<file path="config.mk">
export PLATFORM = sky130hd
export DESIGN_NAME = mem_bank_writer
export DESIGN_NICKNAME = d
export VERILOG_FILES = /design/src/rtl/mem_bank_pkg.sv /design/src/rtl/mem_bank_writer_desc_fifo.sv /design/src/rtl/mem_bank_writer.sv
export SDC_FILE = /design/constraint.sdc
export NUM_CORES = 1
export LEC_CHECK = 0
export BUFFER_PORTS_ARGS = -buffer_cell sky130_fd_sc_hd__buf_2
export CAP_MARGIN = 20
export CELL_PAD_IN_SITES_DETAIL_PLACEMENT = 0
export CELL_PAD_IN_SITES_GLOBAL_PLACEMENT = 1
export CORE_MARGIN = 8
export CORE_UTILIZATION = 47
export CTS_CLUSTER_SIZE = 30
export DETAILED_ROUTE_END_ITERATION = 6
export PLACE_DENSITY = 0.81
export RECOVER_POWER = 100
export SETUP_SLACK_MARGIN = 0.1
export SYNTH_ARGS = -nofsm -noshare
export SYNTH_HDL_FRONTEND = slang
export SYNTH_SLANG_ARGS = --single-unit
</file>
<file path="constraint.sdc">
create_clock -name i_clk -period 6 [get_ports i_clk]
set_clock_uncertainty 0.2 [all_clocks]
set_input_delay 1.2 -clock i_clk [delete_from_list [all_inputs] [get_ports i_clk]]
set_output_delay 1.2 -clock i_clk [all_outputs]
set_load 0.05 [all_outputs]
</file>
<file path="src/rtl/mem_bank_pkg.sv">
// mem_bank_pkg: shared encodings, field widths and descriptor type for the
// bank writer and its descriptor FIFO.
package mem_bank_pkg;

    localparam int unsigned PORT_W   = 2;
    localparam int unsigned SLOT_W   = 4;
    localparam int unsigned OFF_W    = 9;
    localparam int unsigned ADDR_W   = SLOT_W + OFF_W;
    localparam int unsigned LEN_W    = 12;
    localparam int unsigned CNT_W    = 10;
    localparam int unsigned RUNT_LEN = 64;

    typedef enum logic [1:0] {
        INFO_MID   = 2'b00,
        INFO_SOF   = 2'b01,
        INFO_EOF   = 2'b10,
        INFO_SOEOF = 2'b11
    } info_t;

    typedef enum logic [PORT_W-1:0] {
        PORT_0      = 2'b00,
        PORT_1      = 2'b01,
        PORT_UNUSED = 2'b10,
        PORT_3      = 2'b11
    } port_code_t;

    typedef enum logic [1:0] {
        CTX_IDLE,
        CTX_WRITE,
        CTX_DROP
    } ctx_state_t;

    typedef struct packed {
        logic [SLOT_W-1:0] slot;
        logic [LEN_W-1:0]  len;
        logic [PORT_W-1:0] port;
    } desc_t;

    // Byte length of a frame whose last word arrives after `words` full words.
    function automatic logic [LEN_W-1:0] frame_len(input logic [CNT_W-1:0] words,
                                                   input logic [1:0]       extra);
        logic [LEN_W-1:0] tail;
        tail = (extra == 2'd0) ? LEN_W'(4) : LEN_W'(extra);
        return {words, 2'b00} + tail;
    endfunction

endpackage

</file>
<file path="src/rtl/mem_bank_writer_desc_fifo.sv">
// desc_fifo: synchronous descriptor FIFO with valid/ready output side.
// Head fields read as zero while the FIFO is empty.
module desc_fifo
    import mem_bank_pkg::*;
#(
    parameter int unsigned pDEPTH   = 4,
    parameter int unsigned CNT_BITS = $clog2(pDEPTH + 1)
) (
    input  logic                i_clk,
    input  logic                i_reset,
    input  logic                i_push,
    input  desc_t               i_desc,
    input  logic                i_ready,
    output logic                o_valid,
    output desc_t               o_desc,
    output logic [CNT_BITS-1:0] o_count
);

    localparam int unsigned      PTR_W = (pDEPTH > 1) ? $clog2(pDEPTH) : 1;
    localparam logic [PTR_W-1:0] LAST  = PTR_W'(pDEPTH - 1);

    desc_t               mem [pDEPTH];
    logic [PTR_W-1:0]    wr_ptr;
    logic [PTR_W-1:0]    rd_ptr;
    logic [CNT_BITS-1:0] count;
    logic                do_push;
    logic                do_pop;

    assign do_pop  = (count != '0) && i_ready;
    assign do_push = i_push && (count != CNT_BITS'(pDEPTH));

    // Pointer and occupancy bookkeeping.
    always_ff @(posedge i_clk) begin
        if (i_reset) begin
            wr_ptr <= '0;
            rd_ptr <= '0;
            count  <= '0;
        end else begin
            if (do_push) begin
                wr_ptr <= (wr_ptr == LAST) ? '0 : wr_ptr + 1'b1;
            end
            if (do_pop) begin
                rd_ptr <= (rd_ptr == LAST) ? '0 : rd_ptr + 1'b1;
            end
            count <= count + CNT_BITS'(do_push) - CNT_BITS'(do_pop);
        end
    end

    // Descriptor storage; contents are only observed through the valid gate.
    always_ff @(posedge i_clk) begin
        if (do_push) begin
            mem[wr_ptr] <= i_desc;
        end
    end

    assign o_valid = (count != '0);
    assign o_desc  = o_valid ? mem[rd_ptr] : '0;
    assign o_count = count;

endmodule

</file>
<file path="src/rtl/mem_bank_writer.sv">
// mem_bank_writer: writes arbiter frame words into a slot-organised bank
// SRAM, keeps per-port write context, allocates/reclaims slots and emits
// one descriptor per accepted frame.
// Optional build macro MEM_WR_RUNT_DROP_EN: frames shorter than 64 bytes
// are dropped instead of forwarded.
module mem_bank_writer
    import mem_bank_pkg::*;
#(
    parameter int unsigned pPORT_WIDTH = 4,
    parameter int unsigned pDATA_W     = 32,
    parameter int unsigned pSLOT_NUM   = 16,
    parameter int unsigned pSLOT_WORDS = 512,
    parameter int unsigned pDESC_DEPTH = 4
) (
    input  logic               i_clk,
    input  logic               i_reset,
    input  logic               i_en_mem,
    input  logic [pDATA_W-1:0] i_data,
    input  logic [PORT_W-1:0]  i_port_num,
    input  logic [1:0]         i_info_port,
    input  logic [1:0]         i_extra_byte,
    output logic               o_mem_we,
    output logic [ADDR_W-1:0]  o_mem_addr,
    output logic [pDATA_W-1:0] o_mem_wdata,
    output logic               o_desc_valid,
    output logic [SLOT_W-1:0]  o_desc_slot,
    output logic [LEN_W-1:0]   o_desc_len,
    output logic [PORT_W-1:0]  o_desc_port,
    input  logic               i_desc_ready,
    input  logic               i_free_valid,
    input  logic [SLOT_W-1:0]  i_free_slot,
    output logic               o_drop,
    output logic [15:0]        o_drop_cnt
);

`ifdef MEM_WR_RUNT_DROP_EN
    localparam bit RUNT_DROP = 1'b1;
`else
    localparam bit RUNT_DROP = 1'b0;
`endif

    localparam int unsigned      FIFO_CNT_W   = $clog2(pDESC_DEPTH + 1);
    localparam int unsigned      OCC_W        = FIFO_CNT_W + 1;
    localparam logic [CNT_W-1:0] SLOT_WORDS_C = CNT_W'(pSLOT_WORDS);

    ctx_state_t          ctx_st   [pPORT_WIDTH];
    logic [SLOT_W-1:0]   ctx_slot [pPORT_WIDTH];
    logic [CNT_W-1:0]    ctx_cnt  [pPORT_WIDTH];
    logic [pSLOT_NUM-1:0] free_map;

    ctx_state_t          cur_st, nx_st;
    logic [SLOT_W-1:0]   cur_slot, nx_slot;
    logic [CNT_W-1:0]    cur_cnt, nx_cnt;

    logic                word_ok, is_sof, is_eof;
    logic                alloc_ok;
    logic [SLOT_W-1:0]   alloc_slot;
    logic [pSLOT_NUM-1:0] ret_mask, take_mask, ext_mask;
    logic                wr_en;
    logic [ADDR_W-1:0]   wr_addr;
    logic                drop_old, drop_new;
    logic [LEN_W-1:0]    word_len;
    logic                runt;
    logic                push;
    desc_t               push_desc;
    logic [16:0]         drop_sum;

    logic                pend_valid;
    desc_t               pend_desc;
    logic                fifo_valid;
    logic                fifo_pop;
    desc_t               fifo_head;
    logic [FIFO_CNT_W-1:0] fifo_cnt;
    logic [OCC_W-1:0]    occ_after;
    logic                desc_full;

    assign word_ok  = i_en_mem && (i_port_num != PORT_UNUSED);
    assign is_sof   = (i_info_port == INFO_SOF) || (i_info_port == INFO_SOEOF);
    assign is_eof   = (i_info_port == INFO_EOF) || (i_info_port == INFO_SOEOF);
    assign fifo_pop = fifo_valid && i_desc_ready;

    // A descriptor accepted this cycle lands in the FIFO one cycle later, so
    // the full test counts the staged entry and the pop happening now.
    assign occ_after = OCC_W'(fifo_cnt) + OCC_W'(pend_valid) - OCC_W'(fifo_pop);
    assign desc_full = (occ_after >= OCC_W'(pDESC_DEPTH));

    assign drop_sum = {1'b0, o_drop_cnt} + 17'(drop_old) + 17'(drop_new);

    // Lowest-index free slot and the external release mask.
    always_comb begin
        alloc_ok   = 1'b0;
        alloc_slot = '0;
        ext_mask   = '0;
        for (int unsigned i = 0; i < pSLOT_NUM; i++) begin
            if (free_map[i] && !alloc_ok) begin
                alloc_ok   = 1'b1;
                alloc_slot = SLOT_W'(i);
            end
        end
        if (i_free_valid) begin
            ext_mask[i_free_slot] = 1'b1;
        end
    end

    // Next context, SRAM write, slot bookkeeping and descriptor for this word.
    // An SOF aborts any frame in progress and then starts fresh from the
    // start-of-cycle bitmap, so it may record two drops in one cycle.
    always_comb begin
        cur_st    = ctx_st[i_port_num];
        cur_slot  = ctx_slot[i_port_num];
        cur_cnt   = ctx_cnt[i_port_num];
        nx_st     = cur_st;
        nx_slot   = cur_slot;
        nx_cnt    = cur_cnt;
        wr_en     = 1'b0;
        wr_addr   = '0;
        drop_old  = 1'b0;
        drop_new  = 1'b0;
        ret_mask  = '0;
        take_mask = '0;
        push      = 1'b0;
        push_desc = '0;
        word_len  = '0;
        runt      = 1'b0;
        if (word_ok) begin
            if (is_sof) begin
                if (cur_st == CTX_WRITE) begin
                    drop_old           = 1'b1;
                    ret_mask[cur_slot] = 1'b1;
                end
                word_len = frame_len('0, i_extra_byte);
                runt     = RUNT_DROP && (word_len < LEN_W'(RUNT_LEN));
                if (!alloc_ok) begin
                    drop_new = 1'b1;
                    nx_st    = is_eof ? CTX_IDLE : CTX_DROP;
                end else begin
                    wr_en   = 1'b1;
                    wr_addr = {alloc_slot, {OFF_W{1'b0}}};
                    if (is_eof) begin
                        nx_st = CTX_IDLE;
                        if (desc_full || runt) begin
                            drop_new = 1'b1;
                        end else begin
                            take_mask[alloc_slot] = 1'b1;
                            push      = 1'b1;
                            push_desc = '{slot: alloc_slot, len: word_len, port: i_port_num};
                        end
                    end else begin
                        take_mask[alloc_slot] = 1'b1;
                        nx_st   = CTX_WRITE;
                        nx_slot = alloc_slot;
                        nx_cnt  = CNT_W'(1);
                    end
                end
            end else begin
                case (cur_st)
                    CTX_WRITE: begin
                        word_len = frame_len(cur_cnt, i_extra_byte);
                        runt     = RUNT_DROP && (word_len < LEN_W'(RUNT_LEN));
                        if (cur_cnt >= SLOT_WORDS_C) begin
                            drop_old           = 1'b1;
                            ret_mask[cur_slot] = 1'b1;
                            nx_st              = CTX_DROP;
                        end else begin
                            wr_en   = 1'b1;
                            wr_addr = {cur_slot, cur_cnt[OFF_W-1:0]};
                            if (is_eof) begin
                                nx_st = CTX_IDLE;
                                if (desc_full || runt) begin
                                    drop_old           = 1'b1;
                                    ret_mask[cur_slot] = 1'b1;
                                end else begin
                                    push      = 1'b1;
                                    push_desc = '{slot: cur_slot, len: word_len, port: i_port_num};
                                end
                            end else begin
                                nx_cnt = cur_cnt + 1'b1;
                            end
                        end
                    end
                    CTX_DROP: begin
                        if (is_eof) begin
                            nx_st = CTX_IDLE;
                        end
                    end
                    default: begin
                    end
                endcase
            end
        end
    end

    // Context, bitmap, registered SRAM port, drop reporting and descriptor staging.
    always_ff @(posedge i_clk) begin
        if (i_reset) begin
            for (int unsigned p = 0; p < pPORT_WIDTH; p++) begin
                ctx_st[p]   <= CTX_IDLE;
                ctx_slot[p] <= '0;
                ctx_cnt[p]  <= '0;
            end
            free_map    <= '1;
            o_mem_we    <= 1'b0;
            o_mem_addr  <= '0;
            o_mem_wdata <= '0;
            o_drop      <= 1'b0;
            o_drop_cnt  <= '0;
            pend_valid  <= 1'b0;
            pend_desc   <= '0;
        end else begin
            if (word_ok) begin
                ctx_st[i_port_num]   <= nx_st;
                ctx_slot[i_port_num] <= nx_slot;
                ctx_cnt[i_port_num]  <= nx_cnt;
            end
            free_map    <= (free_map | ret_mask | ext_mask) & ~take_mask;
            o_mem_we    <= wr_en;
            o_mem_addr  <= wr_addr;
            o_mem_wdata <= i_data;
            o_drop      <= drop_old || drop_new;
            o_drop_cnt  <= drop_sum[16] ? '1 : drop_sum[15:0];
            pend_valid  <= push;
            pend_desc   <= push_desc;
        end
    end

    desc_fifo #(
        .pDEPTH   (pDESC_DEPTH),
        .CNT_BITS (FIFO_CNT_W)
    ) u_desc_fifo (
        .i_clk   (i_clk),
        .i_reset (i_reset),
        .i_push  (pend_valid),
        .i_desc  (pend_desc),
        .i_ready (i_desc_ready),
        .o_valid (fifo_valid),
        .o_desc  (fifo_head),
        .o_count (fifo_cnt)
    );

    assign o_desc_valid = fifo_valid;
    assign o_desc_slot  = fifo_head.slot;
    assign o_desc_len   = fifo_head.len;
    assign o_desc_port  = fifo_head.port;

endmodule

</file>
# After elaboration in Yosys (flattened, before gate mapping)
# Memory sizes are Yosys's and may differ from the RTL's. A register that Yosys moved wholly into a read port is not among the register bits.
# Index checks and enable logic that the tools add are counted.
[totals]
reg_bits = 105
mem_bits_rw = 136
input_bits = 47
out_inout_bits = 82
word_cells = 218
memories = 4
[mem_list]
columns = ["name", "words", "word_bits", "rd", "rd_ports_with_merged_regs", "wr", "line", "source"]
rows = [
  ["u_desc_fifo.mem", 4, 18, 1, 1, 1, "mem_bank_writer_desc_fifo.sv:22", "desc_t mem [pDEPTH];"],
  ["ctx_cnt", 4, 10, 1, 0, 4, "mem_bank_writer.sv:48", "logic [CNT_W-1:0] ctx_cnt [pPORT_WIDTH];"],
  ["ctx_slot", 4, 4, 1, 0, 4, "mem_bank_writer.sv:47", "logic [SLOT_W-1:0] ctx_slot [pPORT_WIDTH];"],
  ["ctx_st", 4, 2, 1, 0, 4, "mem_bank_writer.sv:46", "ctx_state_t ctx_st [pPORT_WIDTH];"],
]
[op_classes]
addsub = 10
n_lt_le_gt_ge = 8
eq_ne = 9
n_mux = 124
bitwise = 5
n_reduce_logical = 45
[ops]
columns = ["cell", "count"]
rows = [
  ["$mux 16", 14],
  ["$mux 18", 9],
  ["$mux 10", 8],
  ["$mux 4", 18],
  ["$mux 13", 4],
  ["$mux 1", 51],
  ["$or 16x16->16", 2],
  ["$mux 2", 15],
  ["$logic_and 1x1->1", 21],
  ["$add 16x1->17", 1],
  ["$add 17x1->17", 1],
  ["$and 16x16->16", 1],
  ["$not 16->16", 1],
  ["$logic_not 1->1", 15],
  ["$lt 4x5->1 const B", 3],
  ["$add 12x3->12", 1],
  ["$demux 1 s4", 3],
  ["$ge 4x1->1 const B", 3],
  ["$add 10x1->10 const B", 1],
  ["$eq 2x2->1 const B", 5],
  ["$ge 10x10->1 const B", 1],
  ["$reduce_or 10->1", 1],
  ["$add 2x1->2 const B", 2],
  ["$add 3x1->4", 1],
  ["15 further kinds", 19],
]

# Longest topological paths before layout
# Gate-level depths: netlist of the first run.
[depth]
depth_word = 57
depth_mapped = 22
depth_no_buf = 20

# Cells and area by module
# Synthesis of the first run repeated with hierarchy kept, for this count alone.
[unflattened]
hier_cells = 777
hier_area_um2 = 10044.6
[modules_own_cells]
columns = ["mod", "instances", "cells_each", "area_each_um2"]
rows = [
  ["mem_bank_writer", 1, 614, 6780.3],
  ["desc_fifo", 1, 163, 3264.4],
]

# Worst setup path after synthesis of the first run
# No wires, ideal clock.
[synth_path]
path_kind = "input to register"
from = "input port i_desc_ready"
to = "register o_drop_cnt[10]"
t_arrival_ps = 4825
required_ps = 5667
path_slack_ps = 842
stages = 19
n_path_buf = 1
cell_sequence = "nand2_1 > inv_1 > ha_1 > inv_1 > ha_1 > fa_1 > nor3b_1 > a311oi_1 > or2_2 > o21ai_0 > nor2_1 > fa_1 > ha_1 > nand3_1 > nor4_1 > and2_1 > nand4_1 > clkbuf_1 > a21oi_1"
[synth_via]
elab_chain_len = 12
elab_cells_between_ends = 15
classes_between = "3 x add/sub; 1 x order compare; 10 x mux; 1 x reduce/logical"
[synth_lines]
columns = ["element", "line", "source"]
rows = [
  ["start: declaration", "mem_bank_writer.sv:29", "input logic i_desc_ready,"],
  ["$logic_and 1x1->1 *", "mem_bank_writer.sv:80", "assign fifo_pop = fifo_valid && i_desc_ready;"],
  ["$sub 4x1->4 *", "mem_bank_writer.sv:84", "assign occ_after = OCC_W'(fifo_cnt) + OCC_W'(pend_valid) - OCC_W'(fifo_pop);"],
  ["$ge 4x3->1 *", "mem_bank_writer.sv:85", "assign desc_full = (occ_after >= OCC_W'(pDESC_DEPTH));"],
  ["$mux 1 *", "mem_bank_writer.sv:141, mem_bank_writer.sv:169", ""],
  ["$mux 1 *", "mem_bank_writer.sv:167", "if (is_eof) begin"],
  ["$mux 1", "mem_bank_writer.sv:160", "if (cur_cnt >= SLOT_WORDS_C) begin"],
  ["$mux 1", "mem_bank_writer.sv:156", "case (cur_st)"],
  ["$mux 1", "mem_bank_writer.sv:126", "if (is_sof) begin"],
  ["$mux 1", "mem_bank_writer.sv:125", "if (word_ok) begin"],
  ["$add 16x1->17", "mem_bank_writer.sv:87", "assign drop_sum = {1'b0, o_drop_cnt} + 17'(drop_old) + 17'(drop_new);"],
  ["$add 17x1->17 *", "mem_bank_writer.sv:87", ""],
  ["$mux 16 *", "mem_bank_writer.sv:220", "o_drop_cnt <= drop_sum[16] ? '1 : drop_sum[15:0];"],
  ["end signal: assignment", "mem_bank_writer.sv:220", ""],
  ["end: declaration", "mem_bank_writer.sv:33", "output logic [15:0] o_drop_cnt"],
]
# Mark *: on every way between the ends. The rest lies on a longest branch, timed or not.
# A chain may end at the register's enable or synchronous reset.

# Worst setup path after layout of the first run
[layout_path]
from = "input port i_desc_ready"
to = "register o_drop_cnt[13]"
# The elaborated chain is that of the path after synthesis.

==> results of run 1 <==
-- worst min-delay path by stage --
stage               slack [ps]                               end
floorplan                  240   u_desc_fifo.mem[0][0]$_DFFE_PP_
global placement           260  u_desc_fifo.mem[3][11]$_DFFE_PP_
detailed placement         260  u_desc_fifo.mem[0][17]$_DFFE_PP_
CTS                        280  u_desc_fifo.mem[1][17]$_DFFE_PP_
global route               290   u_desc_fifo.mem[3][2]$_DFFE_PP_
finish                     270  u_desc_fifo.mem[2][17]$_DFFE_PP_
-- registers in the layout, summed over array words and instances, names as in the netlist, 3 cells and up, named ones only --
signal,count
pend_desc,18
o_mem_addr,13
u_desc_fifo.o_count,3
o_drop_cnt,16
ctx_cnt,40
free_map,16
o_mem_wdata,32
u_desc_fifo.mem,72
ctx_st,8
ctx_slot,16
-- metal layers --
layer  vias to the layer above  track usage (%)
met3                        23             3.47
met4                         0             3.96
met5                         -                0
li1                       3165                -
met1                      3166             20.5
met2                       200             28.1
-- layout make-up --
| cell class | instances | area [um2] | share of cell area, % |
|---|---|---|---|
| flip-flops and latches | 243 | 6230 | 52.8 |
| multi-input cells | 501 | 3600 | 30.5 |
| well taps | 275 | 344 | 2.92 |
| inverters | 29 | 109 | 0.923 |
| clock buffers | 28 | 679 | 5.76 |
| clock inverters | 20 | 262 | 2.22 |
| repair buffers | 134 | 578 | 4.90 |
-- placed cells by master, fill, tap and decap left out, types with 3 or more instances in the layout --
master,netlist,layout
dfxtp_1,107,107
inv_1,29,29
or4_1,6,6
o21ai_0,12,12
bufinv_16,0,6
o211ai_1,5,6
a21oi_1,42,42
nor3b_1,5,5
buf_2,5,45
a2111oi_1,5,4
nor2b_1,44,44
conb_1,1,16
nand3_1,17,18
nand2b_1,6,6
xnor2_1,6,6
and2_0,0,13
clkbuf_1,19,85
mux4_2,34,34
and2_1,37,24
a2111oi_0,10,11
ha_1,18,18
buf_4,1,5
nor4_1,5,5
nand4_1,7,7
nor2_1,99,99
edfxtp_1,136,136
clkinv_1,0,4
nor3_1,17,18
clkbuf_16,0,27
mux2i_1,5,5
xor2_1,10,10
nand2_1,34,34
nand3b_1,6,6
o31a_1,4,4
fa_1,3,3
a311oi_1,4,4
clkinv_2,0,5
-- report_power, final --
part,internal [mW],switching [mW],leakage [nW],total (mW)
Clock,1.08,0.640,0.458,1.72
Sequential,1.82,0.0367,2.15,1.86
Combinational,0.269,0.653,1.56,0.922
-- logic make-up after synthesis --
kind of cell / count (synthesis)
muxes: 41
and+or+nand+nor: 297
buffers and inverters: 60
AOI/OAI and AO/OA: 110
xor gates and xnor gates: 16
DFF: 243
other: 1
adders and majority gates: 21
==> flow_summary.yaml, run 1 <==
power:
  leakagePower_nw: 4.17
  total_power_mw: 4.50
  p_per_area_mw_per_mm2: 381
  ir_drop_mv: 0.180
cts:
  postCtsSetupBuffers: 0
  cts_num_sinks: 243
  ctsHtreeMaxLevel: 1
  clk_pin_slew_ps: 60
  cts_made_buffers: 26
  root_buffer: "clkbuf_16"
  cts.hold.buffers_added: 0
  insertion_delay_ps: 520
  cts_tree: "built"
  cts_max_path_buffers: 3
  ctsResizeCount: 0
timing:
  worst-slew-pin-transition_ps: 2210
  holdWs_ps: 274
  finalHoldViolations: 0
  slew_viol_final: 110
  max_freq_mhz: 186
  tns_ps: 0
  period_share_pct: 89.5
  fin_ws_ps: 628
  setup_viol: 0
  relSlewSlack_pct: -47.5
  rsz0062_at_grt: "no"
  period_minus_slack_ps: 5370
place:
  hpwl_um: 15000
  pre_cts_slack_ps: 444
  routabilityCongestion: 0.796
  place_inst: 1182
  dpl_cell_area_mm2: 0.0110
  io_buffers: 128
setup_path:
  crit_cells: 19
  path_buf_inv: 5
  worstReg2RegStart: "u_desc_fifo.o_count[1]$_SDFF_PP0_"
  cp_slowest_cell: "o311ai_0"
  r2r_slack_ps: 800
  path_delay_family: "adder cells"
  required_ps: 6100
  worst-r2r-cell-count: 20
  r2r_end: "o_drop_cnt[13]$_SDFF_PP0_"
  worst_path_largest_cell_delay_ps: 940
  cp_cell_sequence: "buf_2, nand2_1, inv_1, ha_1, inv_1, ha_1, fa_1, nor3b_1, a311oi_1, o311ai_0, inv_1, fa_1, ha_1, nand3_1, nor4_1, and2_1, nand4_1, buf_4, a21oi_1"
  endpoint: "o_drop_cnt[13]$_SDFF_PP0_"
  endpoint_kind: "flop"
  cp-start-kind: "input port"
  critPathKind: "input port to flop"
  arrival_ps: 5470
  cp_max_fo: 13
  critPathLaunch: "i_desc_ready"
global_route:
  grt_max_degree: 48
  overflow: 0
  grt_pass1_vias: 6602
  antenna_found_initial: 0
  grt_pass1_wl_um: 34900
  grt_use_total_pct: 16.3
synthesis:
  synthTopCellsByArea: "edfxtp_1 41%, dfxtp_1 21%, mux4_2 7.6%"
  synth_mux_area_share_pct: 8.34
  synth_seq_cells: 243
  syn_avg_cell_area_um2: 12.7
  synth_top_area_share_pct: 40.6
  async_reset_ff_share_pct: 0
  yosys.area_share.adder_pct: 2.84
  ys_seq_area_share_pct: 61.9
  ys.flop_type: "edfxtp_1"
  synth-xor-area-share_pct: 1.39
  synth.most_common_cell: "edfxtp_1"
  synth_top_cell_by_area: "edfxtp_1"
  synth_top_family_by_area: "simple AND/OR/NAND/NOR gates"
  synth-simple-area-share_pct: 15.3
  syn_inst: 789
  ys_warn_count: 0
  yosysUniqueCellTypes: 69
  synthTopCellsByCount: "136 x edfxtp_1, 107 x dfxtp_1, 99 x nor2_1"
  synth-edff-count: 136
  synth_compound_area_share_pct: 7.68
  syn_area_mm2: 0.0101
route:
  route.met3.wl_um: 1470
  ant_nets: 0
  wl_met1_um: 9290
  vias_per_cell: 5.33
  top_layer: "met4"
  routed-wl-met2_um: 10800
  drc_errors: 0
  drt_iter0_markers: 488
  drtPass1Iterations: 4
  dr_total_vias: 6554
  wl_per_cell_um: 17.7
  finalWirelength_um: 21800
outcome:
  violations: "max-capacitance violations, max-slew violations"
  status: "complete, but fails checks"
run:
  drv_cap: 3
floorplanning:
  ios: 129
  fp.dieW_um: 162
  row_count: 53
  die_h_um: 162
  dieArea_mm2: 0.0263
  core-area_mm2: 0.0210
  start_util_pct: 47.8
layout:
  instances_no_fill: 1230
  fin_area_mm2: 0.0118
  drive_above_1_share_pct: 14.7
  fill_cells: 1796
  fin_nets: 1003
  fin_util_pct: 56.1
  diodes: 0
  syn_to_final_growth_pct: 17.3
min_path:
  min-delay-start: "pend_desc[17]$_SDFF_PN0_"
  hp-class: "flop to flop"
  min_path_cells: 0
(Power assumes the default switching activity.)
==> run 2: changes to the inputs <==
CORE_MARGIN = 1.5   (was 8)
CTS_BUF_LIST = sky130_fd_sc_hd__clkbuf_4 sky130_fd_sc_hd__clkbuf_8 sky130_fd_sc_hd__clkbuf_16   (was not set)
RECOVER_POWER = not set   (was 100)
==> run 2 against run 1 <==
  * The run now ends clean
  * Total power down 2.9%
  * Worst hold slack lost 1.1 ps
  * Final cell count decreased by 0.33%
  * Count of clock-buffer cells in the layout is 8 higher
  * Clock power down 9%
  * Setup slack better by 230 ps
  * Sequential power is essentially flat
  * Final area grew 0.48%
  * Core utilization increased by 0.27 points
  * Critical path type is now flop to flop
==> flow_summary.yaml, run 2 (synthesis gave the netlist of run 1 again) <==
outcome:
  status: "completed"
run:
  drv_cap: 0
global_route:
  grt_max_degree: 50
  grt_pass1_vias: 6282
  grt_pass1_wl_um: 32500
  antenna_found_initial: 0
  grt_use_total_pct: 18.5
  overflow: 0
power:
  ir_drop_mv: 0.179
  switchingPower_mw: 1.29
  p_per_area_mw_per_mm2: 368
  internal_power_mw: 3.08
  pwr-share-clk_pct: 35.8
  p_comb_share_pct: 21.6
  leakagePower_nw: 4.48
  netSwitchingFraction_pct: 29.6
  seqPwrFrac_pct: 42.5
floorplanning:
  core-area_mm2: 0.0210
  ios: 129
  dieArea_mm2: 0.0223
  die_h_um: 149
  fp.dieW_um: 149
  row_count: 53
  start_util_pct: 47.8
place:
  routabilityCongestion: 0.809
  io_buffers: 128
  hpwl_um: 14000
  dpl_cell_area_mm2: 0.0110
timing:
  max_freq_mhz: 195
  period_minus_slack_ps: 5140
  finalHoldViolations: 0
  rsz0062_at_grt: "no"
  worst-slew-pin-transition_ps: 1030
  setup_viol: 0
  relSlewSlack_pct: 31.4
  period_share_pct: 85.6
  slew_viol_final: 0
  tns_ps: 0
layout:
  fin_nets: 1001
  top_register: "u_desc_fifo.mem"
  syn_to_final_growth_pct: 17.9
  diodes: 0
  drive_above_1_share_pct: 24.0
  layout_commonest_cell: "edfxtp_1"
  fin_area_mm2: 0.0119
  most-common-layout-cells: "136 x edfxtp_1, 128 x buf_2, 107 x dfxtp_1, 99 x nor2_1, 44 x nor2b_1"
  reg.largest.list: "u_desc_fifo.mem (72), ctx_cnt (40), o_mem_wdata (32)"
  largest_register_ffs: 72
  fin_util_pct: 56.4
setup_path:
  r2r_end: "o_drop_cnt[2]$_SDFF_PP0_"
  worstReg2RegStart: "u_desc_fifo.o_count[1]$_SDFF_PP0_"
  cp-start-kind: "flop"
  critPathKind: "flop to flop"
  required_ps: 6220
  arrival_ps: 5360
  endpoint_kind: "flop"
  r2r_slack_ps: 860
  critPathLaunch: "u_desc_fifo.o_count[1]$_SDFF_PP0_"
  cp_max_fo: 20
  worst-r2r-cell-count: 21
cts:
  cts_made_buffers: 24
  cts.hold.buffers_added: 0
  ctsResizeCount: 0
  cts_tree: "built"
  ctsHtreeMaxLevel: 1
  clk_pin_slew_ps: 60
  cts_num_sinks: 243
  insertion_delay_ps: 510
  postCtsSetupBuffers: 0
  cts_max_path_buffers: 3
  root_buffer: "clkbuf_16"
route:
  drt_iter0_markers: 407
  dr_total_vias: 6438
  vias_per_cell: 5.25
  finalWirelength_um: 20700
  drc_errors: 0
  drtPass1Iterations: 4
  wl_per_cell_um: 16.9
  ant_nets: 0
min_path:
  min-delay-start: "pend_desc[16]$_SDFF_PN0_"
  whs_endpoint: "u_desc_fifo.mem[2][16]$_DFFE_PP_"
  min_path_cells: 0
  hp-class: "flop to flop"
==> run 2: area by class of cell <==
| type | instances | area [um2] |
|---|---|---|
| multi-input combinational | 501 | 3630 |
| clock inverter | 8 | 97.6 |
| tap | 275 | 344 |
| clock buffer | 36 | 758 |
| fill | 1711 | 9170 |
| timing repair buffer | 134 | 686 |
| sequential | 243 | 6230 |
| inverter | 29 | 109 |
==> run 2: worst max-delay path by stage <==
stage | endpoint | slack, ps | cells after the start
after floorplan | o_drop_cnt[10]$_SDFF_PP0_ | 840 | 19
after global placement | o_drop_cnt[1]$_SDFF_PP0_ | 530 | 19
after detailed placement | o_drop_cnt[0]$_SDFF_PP0_ | 420 | 19
after CTS | o_drop_cnt[2]$_SDFF_PP0_ | 800 | 21
after global routing | o_drop_cnt[2]$_SDFF_PP0_ | 400 | 21
final | o_drop_cnt[2]$_SDFF_PP0_ | 860 | 21
==> run 2: stage by stage <==
stage	cells	worst slack, ps	hold WS, ps	total power, mW
floorplan	804	842	238	2.63
global placement	1182	533	253	2.84
detailed placement	1182	425	258	2.85
CTS	1226	801	273	4.42
global route	1226	400	290	4.55
finish	1226	862	273	4.37
==> run 2: power groups by stage <==
stage          Sequential (mW)  Combinational [mW]  Clock [mW]
5_1_grt                   1.86                1.02        1.66
2_1_floorplan             1.93               0.698           0
3_5_place_dp              1.89               0.952           0
4_1_cts                   1.86               0.956        1.60
6_report                  1.86               0.944        1.57
3_3_place_gp              1.89               0.946           0
==> run 2: metal layers <==
layer	GRT usage, %	wire length (um)	vias up
li1	-	-	3162
met1	24.8	9360	3088
met2	31.3	10100	162
met3	2.51	877	26
met4	5.64	376	0
met5	0	0	-
==> run 2: worst max-delay path: stages, from the launching register on <==
cell      delay [ps]
dfxtp_1          360
nor2_1           170
nand2_1           80
buf_4            190
nand2_1          160
inv_1             60
ha_1             270
inv_1             50
ha_1             220
fa_1             470
a311oi_1         540
or2_2            240
o21ai_0          110
nor2_1           180
fa_1             260
ha_1             200
nand3_1          140
nor4_1           430
and2_1           250
nand4_1          110
buf_4            200
a21oi_1          150
==> run 3: changes to the inputs <==
CORE_UTILIZATION = 36   (was 47)
PLACE_DENSITY = 0.65   (was 0.81)
==> run 3 against run 2 <==
  * Via count hardly changed
  * Count of clock-buffer cells in the layout is 2 higher
  * Critical path depth is 1 lower
  * Worst hold slack better by 2.3 ps
  * Largest cell class unchanged
  * Largest power group unchanged
==> flow_summary.yaml, run 3 (synthesis gave the netlist of run 1 again) <==
route:
  routed-wl-met2_um: 10900
  drc_errors: 0
  vias_per_cell: 4.86
  wl_met1_um: 10300
  finalWirelength_um: 22500
  top_layer: "met4"
  wl_per_cell_um: 16.9
  route.met3.wl_um: 964
  drt_iter0_markers: 412
  ant_nets: 0
  dr_total_vias: 6444
  drtPass1Iterations: 5
power:
  internal_power_mw: 3.01
  seqPwrFrac_pct: 43.1
  total_power_mw: 4.33
  switchingPower_mw: 1.31
  leakagePower_nw: 4.48
  p_comb_share_pct: 21.9
  p_per_area_mw_per_mm2: 362
  netSwitchingFraction_pct: 30.3
  pwr-share-clk_pct: 35.0
  ir_drop_mv: 0.247
layout:
  seq_area_mm2: 0.00623
  fin_area_mm2: 0.0120
  fin_nets: 1004
  layout_commonest_cell: "edfxtp_1"
  fill_cells: 2590
  drive_above_1_share_pct: 24.4
  syn_to_final_growth_pct: 18.9
  reg.largest.list: "u_desc_fifo.mem (72), ctx_cnt (40), o_mem_wdata (32)"
  multi_input_area_mm2: 0.00363
  diodes: 0
  most-common-layout-cells: "136 x edfxtp_1, 128 x buf_2, 107 x dfxtp_1, 99 x nor2_1, 44 x nor2b_1"
  largest_register_ffs: 72
  top_register: "u_desc_fifo.mem"
place:
  routabilityCongestion: 0.753
  hpwl_um: 15200
  dpl_cell_area_mm2: 0.0111
  io_buffers: 128
cts:
  postCtsSetupBuffers: 0
  cts_tree: "built"
  cts_num_sinks: 243
  insertion_delay_ps: 520
  cts.hold.buffers_added: 0
  cts_max_path_buffers: 3
  root_buffer: "clkbuf_16"
  ctsResizeCount: 0
  ctsHtreeMaxLevel: 1
  clk_pin_slew_ps: 60
  cts_made_buffers: 25
global_route:
  overflow: 0
  antenna_found_initial: 0
  grt_pass1_vias: 6395
  grt_pass1_wl_um: 35100
  grt_use_total_pct: 15.6
  grt_max_degree: 68
timing:
  relSlewSlack_pct: 27.2
  holdWs_ps: 275
  period_minus_slack_ps: 5190
  worst-slew-pin-transition_ps: 1090
  tns_ps: 0
  period_share_pct: 86.6
  max_freq_mhz: 193
  rsz0062_at_grt: "no"
  slew_viol_final: 0
  setup_viol: 0
  finalHoldViolations: 0
setup_path:
  cp-start-kind: "flop"
  cp_max_fo: 20
  endpoint_kind: "flop"
  critPathKind: "flop to flop"
  required_ps: 6240
  arrival_ps: 5430
floorplanning:
  ios: 129
  start_util_pct: 37.0
  core-area_mm2: 0.0272
  dieArea_mm2: 0.0289
  die_h_um: 170
  fp.dieW_um: 170
  row_count: 60
run:
  drv_cap: 0
outcome:
  status: "completed"
min_path:
  hp-class: "flop to flop"
[run 3: changes by cell type in the layout (fill, tap and decap cells not counted), sizes merged]
cell      previous run  this run
buf                134       136
inv                 30        32
clkbuf              36        38
clkinv               3         4
bufinv               2         0
clkinvlp             2         1
[run 3: critical path: stages (launching register included)]
cell and delay, ps:
dfxtp_1 350, nor2_1 160, nand2_1 70, buf_4 190, nand2_1 150, inv_1 70, ha_1 260, inv_1 50
ha_1 220, fa_1 470, a311oi_1 400, or2_2 220, o21ai_0 120, nor2_1 160, fa_1 240, ha_1 190
nand3_1 150, nor4_1 400, and2_1 240, nand4_1 500, a21oi_1 300
[run 3: worst paths after layout]
check / start / endpoint / slack [ps] / cells past startpoint
hold / removal: pend_desc[3]$_SDFF_PN0_ / u_desc_fifo.mem[1][3]$_DFFE_PP_ / 280 / 0
hold reg to reg: pend_desc[3]$_SDFF_PN0_ / u_desc_fifo.mem[1][3]$_DFFE_PP_ / 280 / 0
setup / recovery: u_desc_fifo.o_count[1]$_SDFF_PP0_ / o_drop_cnt[2]$_SDFF_PP0_ / 810 / 20
setup reg to reg: u_desc_fifo.o_count[1]$_SDFF_PP0_ / o_drop_cnt[2]$_SDFF_PP0_ / 810 / 20
[run 3: power by group through the flow]
stage	clock [mW]	sequential, mW	combinational (mW)
CTS	1.56	1.87	0.957
detailed placement	0	1.90	0.955
finish	1.51	1.87	0.947
global route	1.62	1.88	1.03
floorplan	0	1.93	0.698
global placement	0	1.90	0.955
[run 3: per-stage QoR]
step | util (%) | setup WS, ps | std cells
2_1_floorplan | - | 842 | 804
3_3_place_gp | 41.0 | 359 | 1281
3_5_place_dp | 41.0 | 265 | 1281
4_1_cts | 44.0 | 776 | 1327
5_1_grt | 44.0 | 249 | 1327
6_report | 44.0 | 807 | 1327
[run 3: area by class of cell]
class | count | area share, %
Clock buffer | 38 | 6.45
Inverter | 29 | 0.911
Clock inverter | 8 | 0.408
Tap cell | 372 | 3.89
Sequential cell | 243 | 52.1
Multi-Input combinational cell | 501 | 30.4
Timing Repair Buffer | 136 | 5.86
[run 3: per-layer routing]
layer  vias up  track usage, %
met2       122            26.0
met3        29            2.16
li1       3165               -
met4         0            4.62
met1      3128            21.0
met5         -               0
